`src/rtl/apb_completer_regfile.sv`:
```
// APB4 completer exposing a bank of 32-bit registers with programmable wait states.
// Out-of-range, misaligned and read-only-write accesses complete with pslverr.
package apb_completer_regfile_pkg;
  localparam int unsigned DATA_W    = 32;
  localparam int unsigned STRB_W    = 4;
  localparam int unsigned IDX_MAX_W = 6;

  typedef struct packed {
    logic                 write;
    logic [IDX_MAX_W-1:0] idx;
    logic [DATA_W-1:0]    wdata;
    logic [STRB_W-1:0]    strb;
  } apb_req_t;
endpackage

module apb_completer_regfile
  import apb_completer_regfile_pkg::*;
#(
  parameter int unsigned NUM_REGS    = 16,
  parameter logic [31:0] BASE_ADDR   = 32'h0000_0000,
  parameter int unsigned WAIT_STATES = 2,
  parameter logic [63:0] RO_MASK     = 64'h0
) (
  input  logic                         s_apb_pclk,
  input  logic                         s_apb_preset,
  input  logic                         s_apb_psel,
  input  logic                         s_apb_penable,
  input  logic                         s_apb_pwrite,
  input  logic [31:0]                  s_apb_paddr,
  input  logic [DATA_W-1:0]            s_apb_pwdata,
  input  logic [STRB_W-1:0]            s_apb_pstrb,
  input  logic [2:0]                   s_apb_pprot,
  output logic                         s_apb_pready,
  output logic [DATA_W-1:0]            s_apb_prdata,
  output logic                         s_apb_pslverr,
  output logic [NUM_REGS*DATA_W-1:0]   reg_out,
  input  logic [NUM_REGS*DATA_W-1:0]   hw_in,
  output logic [NUM_REGS-1:0]          wr_pulse
);

  localparam int unsigned IDX_W = (NUM_REGS > 1) ? $clog2(NUM_REGS) : 1;
  localparam int unsigned CNT_W = 4;
  localparam logic [NUM_REGS-1:0] RO_VEC = RO_MASK[NUM_REGS-1:0];

  typedef enum logic {ST_IDLE, ST_WAIT} state_t;

  state_t              state_q, state_d;
  logic [CNT_W-1:0]    cnt_q;
  apb_req_t            req_q, req_c;
  logic                err_q, err_c;
  logic [DATA_W-1:0]   rdata_q, rdata_c;
  logic [DATA_W-1:0]   regs    [NUM_REGS];
  logic [DATA_W-1:0]   hw_arr  [NUM_REGS];
  logic [31:0]         off_c;
  logic [29:0]         idx_full_c;
  logic [IDX_W-1:0]    sel_c;
  logic [IDX_W-1:0]    widx_c;
  logic                setup_c;
  logic                pready_c;
  logic                commit_c;
  logic                unused_ok;

  assign unused_ok = ^{s_apb_pprot, off_c[1:0]};

  // Flat views of the register bank and the hardware read inputs
  always_comb begin
    for (int i = 0; i < NUM_REGS; i++) begin
      reg_out[i*DATA_W +: DATA_W] = regs[i];
      hw_arr[i]                   = hw_in[i*DATA_W +: DATA_W];
    end
  end

  // Address decode and read data for the request presented in the setup phase
  always_comb begin
    off_c      = s_apb_paddr - BASE_ADDR;
    idx_full_c = off_c[31:2];
    sel_c      = IDX_W'(idx_full_c);
    err_c      = (s_apb_paddr < BASE_ADDR)
               | (idx_full_c >= 30'(NUM_REGS))
               | (s_apb_paddr[1:0] != 2'b00);
    if (!err_c && s_apb_pwrite && RO_VEC[sel_c]) err_c = 1'b1;
    rdata_c = '0;
    if (!err_c) rdata_c = RO_VEC[sel_c] ? hw_arr[sel_c] : regs[sel_c];
    req_c.write = s_apb_pwrite;
    req_c.idx   = IDX_MAX_W'(idx_full_c);
    req_c.wdata = s_apb_pwdata;
    req_c.strb  = s_apb_pstrb;
  end

  assign setup_c  = (state_q == ST_IDLE) & s_apb_psel & ~s_apb_penable;
  assign pready_c = (state_q == ST_WAIT) & s_apb_psel & s_apb_penable & (cnt_q == '0);
  assign commit_c = pready_c & req_q.write & ~err_q;
  assign widx_c   = IDX_W'(req_q.idx);

  assign s_apb_pready  = pready_c;
  assign s_apb_pslverr = pready_c & err_q;
  assign s_apb_prdata  = (pready_c & ~req_q.write) ? rdata_q : '0;

  always_ff @(posedge s_apb_pclk) begin
    if (s_apb_preset) state_q <= ST_IDLE;
    else              state_q <= state_d;
  end

  always_comb begin
    state_d = state_q;
    case (state_q)
      ST_IDLE: if (setup_c) state_d = ST_WAIT;
      ST_WAIT: if (!s_apb_psel || pready_c) state_d = ST_IDLE;
      default: state_d = ST_IDLE;
    endcase
  end

  // Request capture, wait counter and register commit
  always_ff @(posedge s_apb_pclk) begin
    if (s_apb_preset) begin
      cnt_q    <= '0;
      req_q    <= '0;
      err_q    <= 1'b0;
      rdata_q  <= '0;
      wr_pulse <= '0;
      for (int i = 0; i < NUM_REGS; i++) regs[i] <= '0;
    end else begin
      wr_pulse <= '0;
      if (setup_c) begin
        req_q   <= req_c;
        err_q   <= err_c;
        rdata_q <= rdata_c;
        cnt_q   <= CNT_W'(WAIT_STATES);
      end else if ((state_q == ST_WAIT) && s_apb_psel && s_apb_penable && (cnt_q != '0)) begin
        cnt_q <= cnt_q - CNT_W'(1);
      end
      if (commit_c) begin
        for (int b = 0; b < STRB_W; b++) begin
          if (req_q.strb[b]) regs[widx_c][8*b +: 8] <= req_q.wdata[8*b +: 8];
        end
        wr_pulse[widx_c] <= 1'b1;
      end
    end
  end

endmodule

```
`config.mk`:
```
export PLATFORM = sky130hd
export DESIGN_NAME = apb_completer_regfile
export DESIGN_NICKNAME = d
export VERILOG_FILES = /design/src/rtl/apb_completer_regfile.sv
export SDC_FILE = /design/constraint.sdc
export NUM_CORES = 1
export LEC_CHECK = 0
export BUFFER_PORTS_ARGS = -buffer_cell sky130_fd_sc_hd__buf_2
export CAP_MARGIN = 20
export CORE_AREA = 2 2 447 449
export DETAILED_ROUTE_END_ITERATION = 7
export DIE_AREA = 0 0 449 451
export GPL_TIMING_DRIVEN = 0
export PLACE_DENSITY = 0.38
export SYNTH_ARGS = -nofsm -noshare
export SYNTH_HDL_FRONTEND = slang
export SYNTH_SLANG_ARGS = --single-unit
```
`constraint.sdc`:
```
create_clock -name s_apb_pclk -period 3.36 [get_ports s_apb_pclk]
set_clock_uncertainty 0.05 [all_clocks]
set_input_delay 0.672 -clock s_apb_pclk [delete_from_list [all_inputs] [get_ports s_apb_pclk]]
set_output_delay 0.672 -clock s_apb_pclk [all_outputs]
set_load 0.01 [all_outputs]
```
==> results.toml, run 1 <==
[clock_network]
cts_tree = "done"
cts_root_buf = "clkbuf_16"
cts-buffers-inserted = 80
ctsHtreeMaxLevel = 3
clock_path_buffers = 3
clk_latency_ps = 720
cts.sinks = 607
cts.reportedPaths.clkPinSlew_ps = 60

[setup_path]
cp-end-kind = "output pin"
start_kind = "flip-flop"
cp_max_fo = 5
path_class = "reg -> out"
worstSetupStartpoint = "cnt_q[0]"
r2r_start = "state_q"
critPathArrivalTime_ps = 2550
required_ps = 2640

[detailed_routing]
drt-total-wl_mm = 182
wl_per_cell_um = 31.9
drt_iter0_markers = 1750
drtAntennaViolNets = 0
drc_errors = 0
vias = 22000
viasPerCell = 3.86
first_pass_iters = 5

[timing]
rsz0062_at_grt = "false"
hold_violations = 0
maxSlewViolCount = 0
max_freq_ghz = 0.306
setup_viol = 0
hold_ws_ps = 148
setup_tns_ps = 0
fin_ws_ps = 90.6
worst_pin_slew_ps = 1190
min_period_ps = 3270
finalCritPeriodShare_pct = 97.3
slew_headroom_pct = 20.8

[synthesis]
synth_top_family_by_area = "simple AND/OR/NAND/NOR gates"
synthSimpleGateAreaFrac_pct = 20.6
synthCells = 2225
synthFlopType = "edfxtp_1"
synth.cells.most_frequent = "and2_1 (541), edfxtp_1 (512), mux2i_1 (255)"
synth_area_mm2 = 0.0279
synth_area_leaders = "edfxtp_1 (55%), and2_1 (12%), mux2i_1 (9.2%), dfxtp_1 (6.8%), or2_2 (2.0%)"
synth_xor_xnor_area_share_pct = 0.0314
syn_avg_cell_area_um2 = 12.5
synth.net_count = 2815
synth_edf_count = 512
synth_mux_area_share_pct = 9.19
yosys.area_share.adder_pct = 0.0897
synth-compound-area-share_pct = 5.86
synth_largest_area_cell = "edfxtp_1"
synth.distinct_cells = 44
ys_async_sr_fraction_pct = 0
synth-seq-cells = 607
yosys.area.top_type_share_pct = 55.1
yosys_warnings = 0
yosysMostFrequentCell = "and2_1"
ys_seq_area_share_pct = 61.9

[flow_run]
drv_cap = 0

[grt]
grt_pass1_wl_mm = 230
grt_pass1_vias = 21800
antenna_found_initial = 43
track_usage_pct = 17.3
overflow = 0
grt_max_degree = 13

[floorplanning]
coreArea_mm2 = 0.198
pin_count = 1150
dieArea_mm2 = 0.202
num_rows = 164
die_y_um = 451
chipWidth_um = 449
start_util_pct = 14.1

[placement]
place_ws_ps = -1130
routabilityCongestion = 0.840
hpwlAfterDp_mm = 146
numPortBuffers = 630

[finish]
fin_nets = 3547
utilization_pct = 18.9
fill_cells = 22000
drive_gt1_share_pct = 32.7
area_growth_pct = 34.3

[min_path]
hp-class = "in -> reg"
min_from = "s_apb_pwdata[26]"

[status]
status = "finished clean"

[power]
peakVddDrop_v = 0.000334
p_leak_nw = 15.0
power.density_mw_per_mm2 = 508
p_total_mw = 19.0
==> metrics by stage <==
step	instances	area [um2]
2_1_floorplan	2225	27900
3_3_place_gp	5511	34400
3_5_place_dp	5526	34600
4_1_cts	5675	37400
5_1_grt	5681	37400
6_report	5692	37500
==> area by class of cell <==
type | count | area [um2] | share of cell area [%]
multi-input combinational | 1470 | 10100 | 26.9
antenna | 17 | 42.5 | 0.114
tap | 2656 | 3320 | 8.87
clock buffer | 96 | 2120 | 5.67
buffer | 140 | 676 | 1.80
inverter | 7 | 26.3 | 0.0701
clock inverter | 48 | 434 | 1.16
timing repair buffer | 651 | 3470 | 9.27
sequential | 607 | 17300 | 46.1
==> power by group <==
group,switching [mW],total (mW),internal [mW]
Sequential,0.298,8.68,8.38
Clock,3.78,8.63,4.86
Combinational,1.23,1.71,0.487
==> cells by family (layout without fill, tap and decap cells) <==
| family | after synthesis | in the layout |
|---|---|---|
| multiplexers | 256 | 256 |
| adder cells (fa/ha/maj) | 2 | 2 |
| AND/OR/NAND/NOR | 973 | 973 |
| buffers and inverters | 148 | 942 |
| XOR/XNOR | 1 | 1 |
| flip-flops | 607 | 607 |
| other | 0 | 17 |
| AO/OA/AOI/OAI | 238 | 238 |
==> worst max-delay path, cell delays in order (launching register included) <==
cell	delay [ps]
dfxtp_2	330
inv_2	70
ha_2	170
nor3b_4	190
buf_6	150
nand2_8	70
buf_12	150
nor3_2	450
buf_2	250
==> cell usage in the layout, fill, tap and decap left out, types with 31 or more instances in the layout <==
cell type / count
o22ai_1: 32
dfxtp_1: 93
nor2_1: 83
mux2i_1: 255
nand2_1: 93
o21ai_0: 65
o22a_1: 31
clkbuf_1: 85
or4_1: 32
edfxtp_1: 512
or2_2: 91
o21bai_1: 32
a21oi_1: 43
clkbuf_16: 83
and2_1: 527
buf_2: 668
==> state kept, by name, indices dropped and copies added (netlist names) <==
signal    flops
req_q        41
wr_pulse     16
err_q         1
regs        512
rdata_q      32
state_q       1
cnt_q         4
==> worst paths after layout <==
kind         slack, ps               to  cells after the start
max                 90  s_apb_prdata[1]                      8
min                150        req_q[30]                      3
min reg2reg        460         cnt_q[0]                      2
max reg2reg        140       rdata_q[6]                      5
==> timing repair <==
| action | 4_1_cts | 5_1_grt |
|---|---|---|
| gates cloned | 1 | 0 |
| gates resized for setup | 45 | 7 |
| pin swaps | 1 | 2 |
| endpoints found under the setup margin | 193 | 51 |
| buffers inserted | 5 | 0 |
| endpoints found under the hold margin | 0 | 0 |
| hold buffers | 0 | 0 |
==> routing by layer <==
metal	up-vias	wire (um)	GRT usage, %
met4	2	3860	3.92
met3	176	14700	4.97
met2	990	83800	28.0
met1	11300	79200	22.7
li1	9490	-	-
met5	-	13	0
(Power assumes the default switching activity.)
==> run 2: changes to the inputs <==
--- a/config.mk
+++ b/config.mk
@@ -5,13 +5,14 @@
 export SDC_FILE = /design/constraint.sdc
 export NUM_CORES = 1
 export LEC_CHECK = 0
+export ABC_AREA = 1
 export BUFFER_PORTS_ARGS = -buffer_cell sky130_fd_sc_hd__buf_2
 export CAP_MARGIN = 20
-export CORE_AREA = 2 2 447 449
+export CORE_AREA = 2 2 445 447
 export DETAILED_ROUTE_END_ITERATION = 7
-export DIE_AREA = 0 0 449 451
+export DIE_AREA = 0 0 447 449
 export GPL_TIMING_DRIVEN = 0
-export PLACE_DENSITY = 0.38
+export PLACE_DENSITY = 0.37
 export SYNTH_ARGS = -nofsm -noshare
 export SYNTH_HDL_FRONTEND = slang
 export SYNTH_SLANG_ARGS = --single-unit
==> results.toml, run 2 <==
[setup_path]
start_kind = "input port"
required_ps = 3930
critPathArrivalTime_ps = 3890
slowest_stage = "clkbuf_1"
path_buf_inv = 4
critical_path.max_stage_delay_ps = 880
path_cells = "clkbuf_2, inv_1, clkbuf_1, clkbuf_1, nand2_1, nand3_1, nand3_1, nand3_1, nand3_1, nand2_1"
path_common_cell = "nand3_1"
cp-end-kind = "flip-flop"
cp_max_fo = 11
path_delay_family = "buffers and inverters"
path_class = "in -> reg"

[detailed_routing]
drc_errors = 0
drt-total-wl_mm = 203
drtAntennaViolNets = 0
wl_per_cell_um = 32.3
viasPerCell = 4.13
vias = 26000
first_pass_iters = 6
drt_iter0_markers = 2612

[synthesis]
ys_seq_area_share_pct = 64.0
synth-seq-cells = 607
ys_async_sr_fraction_pct = 0
yosysMostFrequentCell = "nand2_1"
syn_avg_cell_area_um2 = 9.68
yosys.area.top_type_share_pct = 57.0
synth_largest_area_cell = "edfxtp_1"
synthFlopType = "edfxtp_1"
synth_edf_count = 512
yosys_warnings = 0
synth.net_count = 3378
synth.cells.most_frequent = "nand2_1 (646), edfxtp_1 (512), nor2_1 (496)"
synth_area_leaders = "edfxtp_1 (57%), nand3_1 (9.0%), nand2_1 (9.0%), dfxtp_1 (7.0%), nor2_1 (6.9%)"
synthCells = 2788
synth.distinct_cells = 29
synth_area_mm2 = 0.0270

[timing]
max_freq_ghz = 0.301
setup_viol = 0
maxSlewViolCount = 0
worst_pin_slew_ps = 1200
hold_ws_ps = 181
min_period_ps = 3320
setup_tns_ps = 0
rsz0062_at_grt = "true"
hold_violations = 0
slew_headroom_pct = 20.0
finalCritPeriodShare_pct = 98.9
fin_ws_ps = 37.0

[finish]
multi_input_area_mm2 = 0.00861
largest_reg_flops = 512
fin_nets = 4157
finalNonFillerCells = 6288
fill_cells = 22100
regArea_mm2 = 0.0173
drive_gt1_share_pct = 25.9
regMostFlops = "regs"
final_common_cell = "nand2_1"
area_growth_pct = 37.7
final_cell_mix = "nand2_1 (642), buf_2 (641), edfxtp_1 (512)"
reg.largest.list = "regs: 512 flops, req_q: 41 flops, rdata_q: 32 flops"

[clock_network]
clock_path_buffers = 3
ctsHtreeMaxLevel = 3
hold_buffers = 0
clk_latency_ps = 700
cts_root_buf = "clkbuf_16"
cts_tree = "done"
cts.sinks = 607
cts.reportedPaths.clkPinSlew_ps = 60
cts-buffers-inserted = 80

[floorplanning]
chipWidth_um = 447
start_util_pct = 13.8
num_rows = 163
pin_count = 1150
dieArea_mm2 = 0.201
die_y_um = 449
coreArea_mm2 = 0.196

[grt]
grt_pass1_vias = 24400
track_usage_pct = 19.6
grt_pass1_wl_mm = 256
overflow = 0
grt_max_degree = 13
antenna_found_initial = 42

[power]
peakVddDrop_v = 0.000311
p_total_mw = 19.8
power.density_mw_per_mm2 = 532
p_leak_nw = 14.1

[min_path]
hp-class = "in -> reg"

[status]
status = "finished clean"

[placement]
numPortBuffers = 632
routabilityCongestion = 0.851
hpwlAfterDp_mm = 164
place_ws_ps = -1200
place_inst = 6112

[flow_run]
drv_cap = 0
run 2: changes by cell type after synthesis, moves of 32 or more:
cell      change
o21bai_1     -32
o22ai_1      -32
clkbuf_1     +80
nand3_1     +477
inv_1        +49
mux2i_1     -255
or2_2        -91
nor3_1       +80
and2_1      -541
nand2_1     +552
buf_2        -42
or4_1        -32
nor2_1      +410
clkinv_1     +38
run 2: worst paths after layout:
check / depth (start not counted) / slack [ps] / endpoint / from
min: 2 / 180 / state_q / s_apb_preset
max reg2reg: 8 / 90 / rdata_q[20] / state_q
max: 10 / 40 / rdata_q[2] / s_apb_paddr[2]
min reg2reg: 2 / 400 / rdata_q[13] / rdata_q[13]
run 2: cell families (layout without fill, tap and decap cells):
family	Yosys count	after routing	synth area share, %
other	0	17	0
AOI/OAI and AO/OA	102	102	1.92
DFF	607	607	64.0
and+or+nand+nor	1781	1781	29.6
adders and majority gates	2	2	0.0927
buffers and inverters	296	1139	4.37
run 2: per-layer routing:
layer,up-vias,routed length (um),track usage (%)
li1,11100,-,-
met2,1512,89300,30.4
met5,-,0,0
met4,0,7550,6.71
met3,244,15500,3.33
met1,13100,90900,27.3
run 2: worst register-to-register path, stage by stage (launching register included):
cell      delay [ps]
dfxtp_1          320
nand3b_1         470
nor2_1           210
nand2_1          100
nor3_2           330
buf_6            290
clkbuf_1         940
nand3_1          360
nand2_1          130
run 2: where the power goes:
part	total (mW)	internal, mW	switching [mW]
sequential	8.67	8.40	0.271
combinational	2.23	0.499	1.73
clock	8.86	5.11	3.75
total	19.8	14.0	5.75
run 2: metrics by stage:
step                      instance area, um2  utilization [%]
final                                  37200             18.9
after CTS                              37000             18.9
after global routing                   37100             18.9
after floorplan                        27000                -
after global placement                 33400             17.0
after detailed placement               34200             17.5
run 2: final cells by class:
type | instances | area share, %
Sequential cell | 607 | 46.5
Clock buffer | 105 | 5.92
Buffer | 197 | 2.29
Clock inverter | 41 | 1.17
Tap cell | 2640 | 8.89
Inverter | 98 | 0.990
Multi-Input combinational cell | 1885 | 23.2
Timing Repair Buffer | 698 | 11.0
Antenna cell | 17 | 0.114
run 2: what timing repair did:
action                     CTS  global route
resized for setup           35             3
buffers inserted             5             7
setup endpoints to repair  185            45
pin swaps                    2             2
